## config.mk

```make
export PLATFORM = sky130hd
export DESIGN_NAME = mem_arbiter
export DESIGN_NICKNAME = d
export VERILOG_FILES = /design/src/rtl/mem_pkg.sv /design/src/rtl/rr_arb2.sv /design/src/rtl/mem_arbiter.sv
export SDC_FILE = /design/constraint.sdc
export NUM_CORES = 1
export LEC_CHECK = 0
export BUFFER_PORTS_ARGS = -buffer_cell sky130_fd_sc_hd__buf_4
export CORE_MARGIN = 1.5
export CORE_UTILIZATION = 52
export CTS_BUF_LIST = sky130_fd_sc_hd__clkbuf_2
export CTS_CLUSTER_SIZE = 20
export DETAILED_ROUTE_END_ITERATION = 7
export HOLD_SLACK_MARGIN = 0.03
export PLACE_DENSITY_LB_ADDON = 0.1
export SLEW_MARGIN = 20
export SYNTH_ARGS = -nofsm -noshare
export SYNTH_HDL_FRONTEND = slang
export SYNTH_SLANG_ARGS = --single-unit
```

## constraint.sdc

```tcl
create_clock -name clk -period 6 [get_ports clk]
set_clock_uncertainty 0.2 [all_clocks]
set_input_delay 0.9 -clock clk [delete_from_list [all_inputs] [get_ports clk]]
set_output_delay 0.9 -clock clk [all_outputs]
set_load 0.01 [all_outputs]
```

## src/rtl/mem_pkg.sv

```systemverilog
// Shared types and defaults for the data-memory arbiter.
package mem_pkg;
    typedef enum logic [1:0] {IDLE, ACCESS, RESP} state_t;
    localparam logic [31:0] MEM_TOP_DEFAULT = 32'h0001FFFF;
endpackage

```

## src/rtl/rr_arb2.sv

```systemverilog
// Two-input round-robin arbiter; last-grant flips only when a grant is taken.
module rr_arb2 (
    input  logic       clk,
    input  logic       rst_n,
    input  logic [1:0] req,
    input  logic       take,
    output logic [1:0] gnt
);
    logic last;

    // last=1 means requester 1 won most recently, so requester 0 wins a tie
    always_comb begin
        gnt = 2'b00;
        case (req)
            2'b01:   gnt = 2'b01;
            2'b10:   gnt = 2'b10;
            2'b11:   gnt = last ? 2'b01 : 2'b10;
            default: gnt = 2'b00;
        endcase
    end

    always_ff @(posedge clk or negedge rst_n) begin
        if (!rst_n)
            last <= 1'b1;
        else if (take && (gnt != 2'b00))
            last <= gnt[1];
    end
endmodule

```

## src/rtl/mem_arbiter.sv

```systemverilog
// Arbitrates core and DMA word accesses onto one data memory port,
// one transaction at a time: IDLE (grant) -> ACCESS (memory) -> RESP (pulse).
module mem_arbiter
    import mem_pkg::*;
#(
    parameter int ADDRESS_WIDTH = 32,
    parameter int WORD_WIDTH    = 32,
    parameter logic [ADDRESS_WIDTH-1:0] MEM_TOP = ADDRESS_WIDTH'(MEM_TOP_DEFAULT)
) (
    input  logic                     clk,
    input  logic                     rst_n,
    input  logic [1:0]               req_valid,
    output logic [1:0]               req_ready,
    input  logic [1:0]               req_we,
    input  logic [ADDRESS_WIDTH-1:0] req_addr0,
    input  logic [ADDRESS_WIDTH-1:0] req_addr1,
    input  logic [WORD_WIDTH-1:0]    req_wdata0,
    input  logic [WORD_WIDTH-1:0]    req_wdata1,
    output logic [1:0]               resp_valid,
    output logic                     resp_err,
    output logic [WORD_WIDTH-1:0]    resp_rdata,
    output logic [ADDRESS_WIDTH-1:0] mem_A,
    output logic [WORD_WIDTH-1:0]    mem_WD,
    output logic                     mem_WE,
    input  logic [WORD_WIDTH-1:0]    mem_RD
);
    state_t                   state;
    logic [1:0]               gnt;
    logic                     sel;
    logic                     sel_we;
    logic [ADDRESS_WIDTH-1:0] sel_addr;
    logic [WORD_WIDTH-1:0]    sel_wdata;
    logic                     in_range;
    logic                     hs;
    logic                     owner;
    logic                     we_q;
    logic                     err_q;

    rr_arb2 u_arb (
        .clk  (clk),
        .rst_n(rst_n),
        .req  (req_valid),
        .take (state == IDLE),
        .gnt  (gnt)
    );

    assign req_ready = (state == IDLE) ? gnt : 2'b00;
    assign hs        = |(req_valid & req_ready);
    assign sel       = gnt[1];
    assign sel_we    = req_we[sel];
    assign sel_addr  = sel ? req_addr1  : req_addr0;
    assign sel_wdata = sel ? req_wdata1 : req_wdata0;

    // One extra bit so addresses near the top of the space cannot wrap into range
    assign in_range = ({1'b0, sel_addr} + (ADDRESS_WIDTH+1)'(3)) <= {1'b0, MEM_TOP};

    always_ff @(posedge clk or negedge rst_n) begin
        if (!rst_n) begin
            state      <= IDLE;
            owner      <= 1'b0;
            we_q       <= 1'b0;
            err_q      <= 1'b0;
            resp_valid <= 2'b00;
            resp_err   <= 1'b0;
            resp_rdata <= '0;
            mem_A      <= '0;
            mem_WD     <= '0;
            mem_WE     <= 1'b0;
        end else begin
            case (state)
                IDLE: begin
                    if (hs) begin
                        state  <= ACCESS;
                        owner  <= sel;
                        we_q   <= sel_we;
                        err_q  <= !in_range;
                        mem_A  <= sel_addr;
                        mem_WD <= sel_wdata;
                        mem_WE <= sel_we && in_range;
                    end
                end
                ACCESS: begin
                    state      <= RESP;
                    mem_WE     <= 1'b0;
                    resp_rdata <= (!we_q && !err_q) ? mem_RD : '0;
                    resp_err   <= err_q;
                    resp_valid <= owner ? 2'b10 : 2'b01;
                end
                RESP: begin
                    state      <= IDLE;
                    resp_valid <= 2'b00;
                end
                default: state <= IDLE;
            endcase
        end
    end
endmodule
```

==> flow_metrics.tcl, run 1 <==
set metrics [dict create \
    worst_pin_slew_ns 0.943 \
    grt_pass1_wl_um 27200 \
    yosys.area_share.adder 0.00912 \
    vdd_drop_max_mv 0.387 \
    max_slew_margin 0.367 \
    syn-cell-area_sq_um 5490 \
    cts_tree "done" \
    status "complete, no violations" \
    synthMuxAreaShare 0.0499 \
    cp.required_ns 4.90 \
    gp_congestion 0.943 \
    initial_utilization 0.534 \
    ys_seq_area_frac 0.484 \
    ios 268 \
    numCtsBuffers 9 \
    yosys-top-cells-area "dfrtp_1 (48%), nand2_1 (7.0%), a22o_1 (5.4%)" \
    final.fill_count 766 \
    synthXorXnorAreaFrac 0.00479 \
    grt_use_total 0.311 \
    synth_top_flop_cell "dfrtp_1" \
    instances_no_fill 971 \
    start_kind "register" \
    vias 5736 \
    worstSetupPathType "register to output pin" \
    syn_inst 578 \
    clockBufferDepth 2 \
    route.detailed.drc 0 \
    critPathCaptureType "output pin" \
    coreArea_sq_um 10300 \
    area_growth_pct 41.4 \
    port_buffers 267 \
    synth_top_area_cell "dfrtp_1" \
    cts_hold_buf 1 \
    cts_resized 0 \
    path_max_fanout 35 \
    synth_compound_area_frac 0.208 \
    h-tree-depth 3 \
    cts.clk_slew.worst_paths_ns 0.31 \
    grt_max_degree 69 \
    row_count 37 \
    hp-class "primary input to register" \
    drive_gt1_frac 0.376 \
    fmax_mhz 265 \
    synth_top_family_by_area "compound AO/OA/AOI/OAI gates" \
    rsz0062_at_grt "no" \
    ys_seq_elements 106 \
    power.density_nw_per_um2 361 \
    period_minus_slack_ns 3.78 \
    synth.yosys.warnings 0 \
    post-cts-setup-buffers 0 \
    worstSkewPairLatency_ns 0.63 \
    firstDrtPassIters 8 \
    num-nets-final 1000 \
    p_leak_uw 0.00380 \
    final_common_cell "buf_4" \
    wirelength_um 17700 \
    finalSetupViolations 0 \
    n_antenna_cell 0 \
    antenna_found_initial 0 \
    dp.cells 953 \
    die_h_um 106 \
    final_cell_mix "buf_4 (274), dfrtp_1 (105), nand2_1 (102), nor2_1 (44), a31oi_1 (37)" \
    async_flop_share 1.00 \
    die_w_um 106 \
    avgSynthCellArea_sq_um 9.49 \
    cp_data_arrival_time_ns 2.68 \
    setup_tns_ns 0 \
    fin_crit_sh 0.630 \
    via_per_inst 5.91 \
    cts_sinks 106 \
    synth.distinct_cells 67 \
    grt_pass1_vias 5318 \
    wl_per_cell_um 18.3 \
    drt_iter0_drc 521 \
    slew_viol_final 0 \
    synth-edff-count 0 \
    maxCapViolations 0 \
    hold_violations 0 \
    synth_top_area_share 0.479 \
    whs_ns 0.239 \
    detail-route-antenna-nets 0 \
    cts_root_buf "clkbuf_2" \
    syn_nets 748 \
    synth-simple-area-share 0.203 \
    dp.final_hpwl_um 13500 \
    grt_overflow_total 0 \
    dieArea_sq_um 11200 \
]
## Yosys cell counts, drive strengths merged, types with 3 or more instances
| master | count |
|---|---|
| o21a | 5 |
| dfrtp | 105 |
| buf | 11 |
| a31oi | 37 |
| nor3b | 3 |
| and4 | 5 |
| o21ai | 28 |
| a222oi | 14 |
| a21oi | 7 |
| a41oi | 3 |
| nand3b | 4 |
| mux2 | 3 |
| clkbuf | 24 |
| inv | 20 |
| nand2 | 102 |
| nand3 | 17 |
| a21o | 3 |
| nand4 | 9 |
| and2 | 6 |
| nor4 | 11 |
| nor3 | 16 |
| mux2i | 24 |
| ha | 4 |
| a21boi | 3 |
| and3 | 3 |
| a22o | 34 |
| nor2 | 44 |
## report_power, final
| part | switching (uW) | internal (uW) | leakage, uW |
|---|---|---|---|
| clock network | 270 | 106 | 0.0000763 |
| logic | 703 | 611 | 0.00241 |
| registers | 151 | 957 | 0.00131 |
| total | 1120 | 1670 | 0.00380 |
## sequential cells by signal, summed over array words and instances (netlist names)
name        count
err_q           1
mem_A          32
mem_WD         32
mem_WE          1
owner           1
resp_err        1
resp_rdata     32
resp_valid      2
state           2
u_arb.last      1
we_q            1
## final cells by class
cell class	instances	area [sq um]	share of cell area
well taps	136	170	0.0219
flip-flops and latches	106	2650	0.342
clock inverters	7	88.8	0.0115
clock buffers	9	45.0	0.00581
inverters	21	78.8	0.0102
multi-input cells	416	2630	0.339
repair buffers	276	2090	0.270
## stage by stage
step	utilization	cell area [sq um]	total power [uW]	setup WS, ns
5_1_grt	0.755	7760	2970	2.06
6_report	0.755	7760	2800	2.22
3_3_place_gp	0.738	7580	2360	2.07
3_5_place_dp	0.738	7580	2420	1.92
4_1_cts	0.752	7720	2790	2.23
2_1_floorplan	-	5490	1770	2.53
## cell families (layout without fill, tap and decap cells)
kind of cell,count (synthesis),in the layout
compound gates,152,152
xor+xnor,3,3
fa+ha+maj,4,4
buf+inv,56,313
flops,106,106
mux,27,27
simple gates,230,230
## per-layer routing
layer,track usage,vias to the layer above,part of all wire
met1,0.382,2738,0.39
met2,0.534,321,0.50
met4,0.145,0,0.035
li1,-,2626,-
met5,0,-,0
met3,0.0501,51,0.072
## final timing paths
path                                             start  slack (ns)                    endpoint  cells after the start
worst max-delay path            u_arb.last$_DFFE_PN1P_        2.22                req_ready[1]                      5
worst min-delay path                     req_wdata1[5]        0.24       mem_WD[5]$_DFFE_PN0P_                      3
worst max register to register  u_arb.last$_DFFE_PN1P_        2.35          mem_WE$_DFFE_PN0P_                      9
worst min register to register   mem_A[28]$_DFFE_PN0P_        0.33       mem_A[28]$_DFFE_PN0P_                      2
max in group asynchronous                        rst_n        3.87  resp_rdata[19]$_DFFE_PN0P_                      3
min in group asynchronous                        rst_n        0.51       mem_A[30]$_DFFE_PN0P_                      2
## worst max-delay path, stage by stage (launching register included)
cell and delay [ns]:
dfstp_2 0.47, a21boi_4 0.54, buf_4 0.47, and2_0 0.20, buf_4 0.22, buf_4 0.15
(Power assumes the default switching activity.)
==> run 2, diff against run 1 <==
ABC_AREA = 1   (was default)
CORE_UTILIZATION = 45   (was 52)
clock period = 3.2 ns   (was 6 ns; I/O delays follow)
==> run 2 against run 1 <==
Against the previous run: area after synthesis rose by 16%; setup slack got worse by 2.0 ns; critical path depth rose by 11; largest power group unchanged; synthesized cell count rose by 56%; via count rose by 32%; global-route usage fell by 0.61 points; wire length rose by 32%; sequential share of layout area fell by 7.3 points; highest routed layer unchanged.
==> flow_metrics.tcl, run 2 <==
set metrics [dict create \
    status "complete, no violations" \
    start_kind "register" \
    r2r_slack_ns 0.22 \
    synth_top_flop_cell "dfrtp_1" \
    slew_viol_final 0 \
    synth_compound_area_frac 0.122 \
    final_cell_mix "nand2_1 (334), buf_4 (286), dlygate4sd3_1 (111), dfrtp_1 (105), nor2_1 (87)" \
    synth.distinct_cells 34 \
    area_growth_pct 54.6 \
    antenna_found_initial 0 \
    initial_utilization 0.461 \
    dieArea_sq_um 14900 \
    cp.required_ns 3.56 \
    clockBufferDepth 2 \
    p_leak_uw 0.00506 \
    via_per_inst 5.21 \
    worst_slack_ns 0.215 \
    min_delay_path_depth 4 \
    syn_nets 1069 \
    reg2reg_depth 16 \
    worstReg2RegEnd "err_q$_DFFE_PN0P_" \
    synthXorXnorAreaFrac 0 \
    worstSkewPairLatency_ns 0.62 \
    fmax_mhz 335 \
    worstSetupPathType "register to register" \
    avgSynthCellArea_sq_um 7.09 \
    synthMuxAreaShare 0 \
    yosys-top-cells-count "nand2_1 (334), dfrtp_1 (105), nor2_1 (88)" \
    finalSetupViolations 0 \
    grt_overflow_total 0 \
    yosys-top-cells-area "dfrtp_1 (41%), nand2_1 (20%), nand3_1 (6.4%)" \
    drt_iter0_drc 552 \
    row_count 43 \
    port_buffers 267 \
    numCtsBuffers 9 \
    async_flop_share 1.00 \
    syn-cell-area_sq_um 6370 \
    vias 7571 \
    grt_use_total 0.305 \
    synth-simple-area-share 0.383 \
    max_slew_margin 0.322 \
    cts.clk_slew.worst_paths_ns 0.29 \
    gp_congestion 0.976 \
    ys_seq_elements 106 \
    num-nets-final 1439 \
    final_common_cell "nand2_1" \
    synth.yosys.warnings 0 \
    syn_inst 899 \
    cts_sinks 106 \
    worst_pin_slew_ns 1.02 \
    rsz0062_at_grt "no" \
    power.density_nw_per_um2 675 \
    die_w_um 122 \
    cts_resized 0 \
    hold_violations 0 \
    cts_tree "done" \
    hp-class "primary input to register" \
    synth_top_area_cell "dfrtp_1" \
    maxCapViolations 0 \
    fin_crit_sh 0.933 \
    path_max_fanout 28 \
    post-cts-setup-buffers 0 \
    place_ws_ns 0.188 \
    vdd_drop_max_mv 0.354 \
    reg_top3 "mem_A: 32 flops, mem_WD: 32 flops, resp_rdata: 32 flops" \
    synth_top_area_share 0.412 \
    ios 268 \
    cp_data_arrival_time_ns 3.34 \
    drive_gt1_frac 0.267 \
    period_minus_slack_ns 2.98 \
    setup_tns_ns 0 \
    n_antenna_cell 0 \
    yosys.area_share.adder 0.00786 \
    detail-route-antenna-nets 0 \
    design_area_sq_um 9850 \
    grt_pass1_vias 7154 \
    dp.final_hpwl_um 15800 \
    critPathCaptureType "register" \
    r2r-start "u_arb.last$_DFFE_PN1P_" \
    wl_per_cell_um 16.1 \
    die_h_um 122 \
    synth-edff-count 0 \
    ys_seq_area_frac 0.417 \
    min_to "we_q$_DFFE_PN0P_" \
    dpl-instance-area_sq_um 8610 \
    h-tree-depth 3 \
    worstHoldStart "req_we[0]" \
    grt_max_degree 48 \
    synth_top_family_by_area "simple AND/OR/NAND/NOR gates" \
    grt_pass1_wl_um 35400 \
    coreArea_sq_um 13800 \
    cts_root_buf "clkbuf_2" \
    yosysMostFrequentCell "nand2_1" \
    firstDrtPassIters 5 \
    wirelength_um 23400 \
    route.detailed.drc 0 \
]
[run 2: changes by cell type after synthesis, moves of 34 or more]
cell | previous run | this run
a22o_1 | 34 | 0
nand2_1 | 102 | 334
inv_1 | 20 | 56
a31oi_1 | 37 | 1
o21ai_0 | 27 | 80
nor2_1 | 44 | 88
nand3_1 | 17 | 81
[run 2: area by class of cell]
class / count / area [sq um]
Clock inverter: 6 / 63.8
Multi-Input combinational cell: 692 / 3300
Sequential cell: 106 / 2650
Tap cell: 180 / 225
Clock buffer: 10 / 50.0
Fill cell: 1140 / 3980
Inverter: 59 / 221
Timing Repair Buffer: 401 / 3340
[run 2: worst max-delay path, cell delays in order, from the launching register on]
cell,delay [ns]
dfstp_2,0.62
nand2_4,0.14
nand2_8,0.18
buf_12,0.18
nand2_1,0.06
nand2_1,0.15
nand2_1,0.11
nor2_2,0.17
nand2_1,0.15
nor2_4,0.20
nand3_1,0.12
a21oi_1,0.19
nand3_1,0.10
nor2_2,0.18
nand2_1,0.07
nand2_1,0.05
nand2_1,0.04
[run 2: how the worst max path moves through the flow]
stage | start | endpoint | slack, ns | cells past startpoint
2_1_floorplan | req_valid[1] | req_ready[0] | 0.77 | 6
3_3_place_gp | req_valid[0] | err_q$_DFFE_PN0P_ | 0.19 | 17
3_5_place_dp | req_valid[0] | err_q$_DFFE_PN0P_ | 0.19 | 19
4_1_cts | u_arb.last$_DFFE_PN1P_ | err_q$_DFFE_PN0P_ | 0.23 | 18
5_1_grt | u_arb.last$_DFFE_PN1P_ | err_q$_DFFE_PN0P_ | 0.0002 | 16
6_report | u_arb.last$_DFFE_PN1P_ | err_q$_DFFE_PN0P_ | 0.22 | 16
[run 2: cell families after synthesis]
| kind of cell | after synthesis |
|---|---|
| flops | 106 |
| buf+inv | 102 |
| simple gates | 566 |
| compound gates | 121 |
| fa+ha+maj | 4 |
[run 2: routing by layer]
layer / vias to the layer above / global-route usage / wire [um]
met3: 58 / 0.0389 / 1490
li1: 3688 / - / -
met1: 3499 / 0.369 / 9410
met5: - / 0 / 0
met2: 326 / 0.546 / 11600
met4: 0 / 0.122 / 843
[run 2: timing repair]
action / CTS / global route
setup endpoints to repair: 0 / 1
hold buffers: 111 / 0
endpoints found under the hold margin: 121 / 0
[run 2: report_power, final]
group / leakage (uW) / total (uW) / internal, uW / switching, uW
Clock: 0.0000704 / 661 / 186 / 475
Combinational: 0.00366 / 3800 / 1790 / 2020
Sequential: 0.00134 / 2180 / 1890 / 298
[run 2: stage by stage]
stage / hold slack (ns) / total power (uW) / std cells / util
after CTS: 0.0338 / 6560 / 1453 / 0.711
after detailed placement: 0.250 / 5440 / 1326 / 0.623
final: 0.0785 / 6650 / 1454 / 0.712
after global placement: 0.242 / 5410 / 1326 / 0.623
after global routing: 0.0564 / 7110 / 1454 / 0.712
after floorplan: -0.0156 / 3920 / 899 / -
==> run 3, diff against run 2 <==
CORE_UTILIZATION = 35   (was 45)
clock period = 3.5 ns   (was 3.2 ns; I/O delays follow)
==> run 3 against run 2 <==
Against the previous run: non-clock buffer count decreased by 21; combinational power decreased by 11%; cell area decreased by 1.4%; utilization decreased by 17 points; clock power decreased by 9.2%; setup slack improved by 0.23 ns; die area increased by 28%; sequential power decreased by 8%; cell count increased by 1.9%; flip-flop and latch count unchanged; global-route usage decreased by 7.4 points.
==> flow_metrics.tcl, run 3 (synthesis results as in run 2) <==
set metrics [dict create \
    status "complete, no violations" \
    setup_tns_ns 0 \
    final.fill_count 1752 \
    detail-route-antenna-nets 0 \
    maxCapViolations 0 \
    switching_share 0.417 \
    worstReg2RegEnd "err_q$_DFFE_PN0P_" \
    crit_chain "nand2_4 -> nand2_8 -> buf_12 -> inv_2 -> buf_4 -> nor2_1 -> buf_4" \
    critPathCaptureType "output pin" \
    clockBufferDepth 2 \
    cts_tree "done" \
    die_h_um 138 \
    worst_slack_ns 0.444 \
    max_slew_margin 0.293 \
    hp-class "primary input to register" \
    hold_violations 0 \
    initial_utilization 0.356 \
    path_common_cell "buf_4" \
    r2r-start "u_arb.last$_DFFE_PN1P_" \
    dp.final_hpwl_um 16500 \
    coreArea_sq_um 17900 \
    dieArea_sq_um 19000 \
    grt_pass1_vias 6689 \
    num-nets-final 1417 \
    pwr-share-seq 0.334 \
    seqCellArea_sq_um 2650 \
    cts_sinks 106 \
    place_ws_ns 0.458 \
    final_cell_mix "nand2_1 (334), buf_4 (278), dfrtp_1 (105), dlygate4sd3_1 (98), nor2_1 (87)" \
    cp.required_ns 2.77 \
    crit_slowest_cell "dfstp_2" \
    period_minus_slack_ns 3.06 \
    h-tree-depth 3 \
    internal_power_uw 3500 \
    worstSetupPathType "register to output pin" \
    final_common_cell "nand2_1" \
    comb_power_share 0.566 \
    row_count 49 \
    multi_input_area_sq_um 3280 \
    worstHoldStart "req_addr1[21]" \
    reg_top3 "mem_A: 32 flops, mem_WD: 32 flops, resp_rdata: 32 flops" \
    gp_congestion 0.963 \
    antenna_found_initial 1 \
    cp_slowest_stage_delay_ns 0.62 \
    die_w_um 138 \
    numCtsBuffers 9 \
    path_delay_family "flip-flops" \
    power_frac_clock 0.100 \
    drive_gt1_frac 0.264 \
    vdd_drop_max_mv 0.325 \
    fmax_mhz 327 \
    firstDrtPassIters 5 \
    rsz0062_at_grt "no" \
    min_to "mem_A[21]$_DFFE_PN0P_" \
    grt_max_degree 78 \
    slew_viol_final 0 \
    min_delay_path_depth 3 \
    wirelength_um 22500 \
    ios 268 \
    via_per_inst 4.85 \
    start_kind "register" \
    area_growth_pct 52.4 \
    grt_overflow_total 0 \
    power.density_nw_per_um2 618 \
    wl_per_cell_um 15.2 \
    route.detailed.drc 0 \
    path_max_fanout 45 \
    cts.clk_slew.worst_paths_ns 0.29 \
    switchingPower_uw 2500 \
    p_leak_uw 0.00496 \
    grt_use_total 0.230 \
    grt_pass1_wl_um 34000 \
    drt_iter0_drc 361 \
    vias 7187 \
    fin_crit_sh 0.873 \
    r2r_slack_ns 0.54 \
    worstSkewPairLatency_ns 0.58 \
    reg2reg_depth 18 \
    worst_pin_slew_ns 1.06 \
    critPathBufInv 4 \
    cp_data_arrival_time_ns 2.33 \
    port_buffers 267 \
    cts_root_buf "clkbuf_2" \
    whs_ns 0.100 \
    finalSetupViolations 0 \
    post-cts-setup-buffers 0 \
]
-- run 3: changes by cell type in the layout (fill, tap and decap cells not counted), sizes merged --
cell,delta
dlygate4sd3,-13
diode,+1
buf,-8
nand2,-1
-- run 3: worst min-delay path: stages --
cell	delay (ns)
buf_4	0.08
o21ai_0	0.11
o21ai_0	0.16
-- run 3: cell type report --
class                   instances  share of cell area
diodes                          1            0.000258
inverters                      59              0.0228
well taps                     229              0.0295
clock buffers                  10             0.00515
flip-flops and latches        106               0.273
clock inverters                 6             0.00657
repair buffers                380               0.324
multi-input cells             691               0.338
-- run 3: power groups by stage --
stage          registers [uW]  clock network, uW  logic [uW]
2_1_floorplan            2210                  0        1370
3_3_place_gp             2010                  0        2990
3_5_place_dp             2030                  0        2990
4_1_cts                  2000                633        3410
5_1_grt                  2060                676        3760
6_report                 2000                600        3400
-- run 3: how the worst max path moves through the flow --
stage	startpoint	end	slack, ns	depth (start not counted)
3_5_place_dp	req_valid[1]	err_q$_DFFE_PN0P_	0.46	18
6_report	u_arb.last$_DFFE_PN1P_	req_ready[0]	0.44	7
3_3_place_gp	req_valid[0]	err_q$_DFFE_PN0P_	0.36	18
4_1_cts	u_arb.last$_DFFE_PN1P_	req_ready[0]	0.37	7
2_1_floorplan	req_valid[1]	req_ready[0]	0.98	6
5_1_grt	u_arb.last$_DFFE_PN1P_	err_q$_DFFE_PN0P_	0.16	20
-- run 3: repair_timing --
action / CTS / global route
resized for setup: 0 / 0
hold buffers: 98 / 0
endpoints found under the hold margin: 124 / 0
-- run 3: through the flow --
stage / power [uW] / utilization / cell area, sq um / instances
finish: 6000 / 0.542 / 9710 / 1482
floorplan: 3590 / - / 6370 / 899
global route: 6500 / 0.542 / 9710 / 1482
CTS: 6040 / 0.542 / 9710 / 1481
global placement: 5000 / 0.481 / 8610 / 1367
detailed placement: 5020 / 0.481 / 8610 / 1367
-- run 3: routing by layer --
metal,up-vias,routed length (um),GRT usage
met5,-,0,0
met3,28,1270,0.0296
met2,225,10800,0.389
li1,3646,-,-
met4,0,472,0.0735
met1,3288,9990,0.306
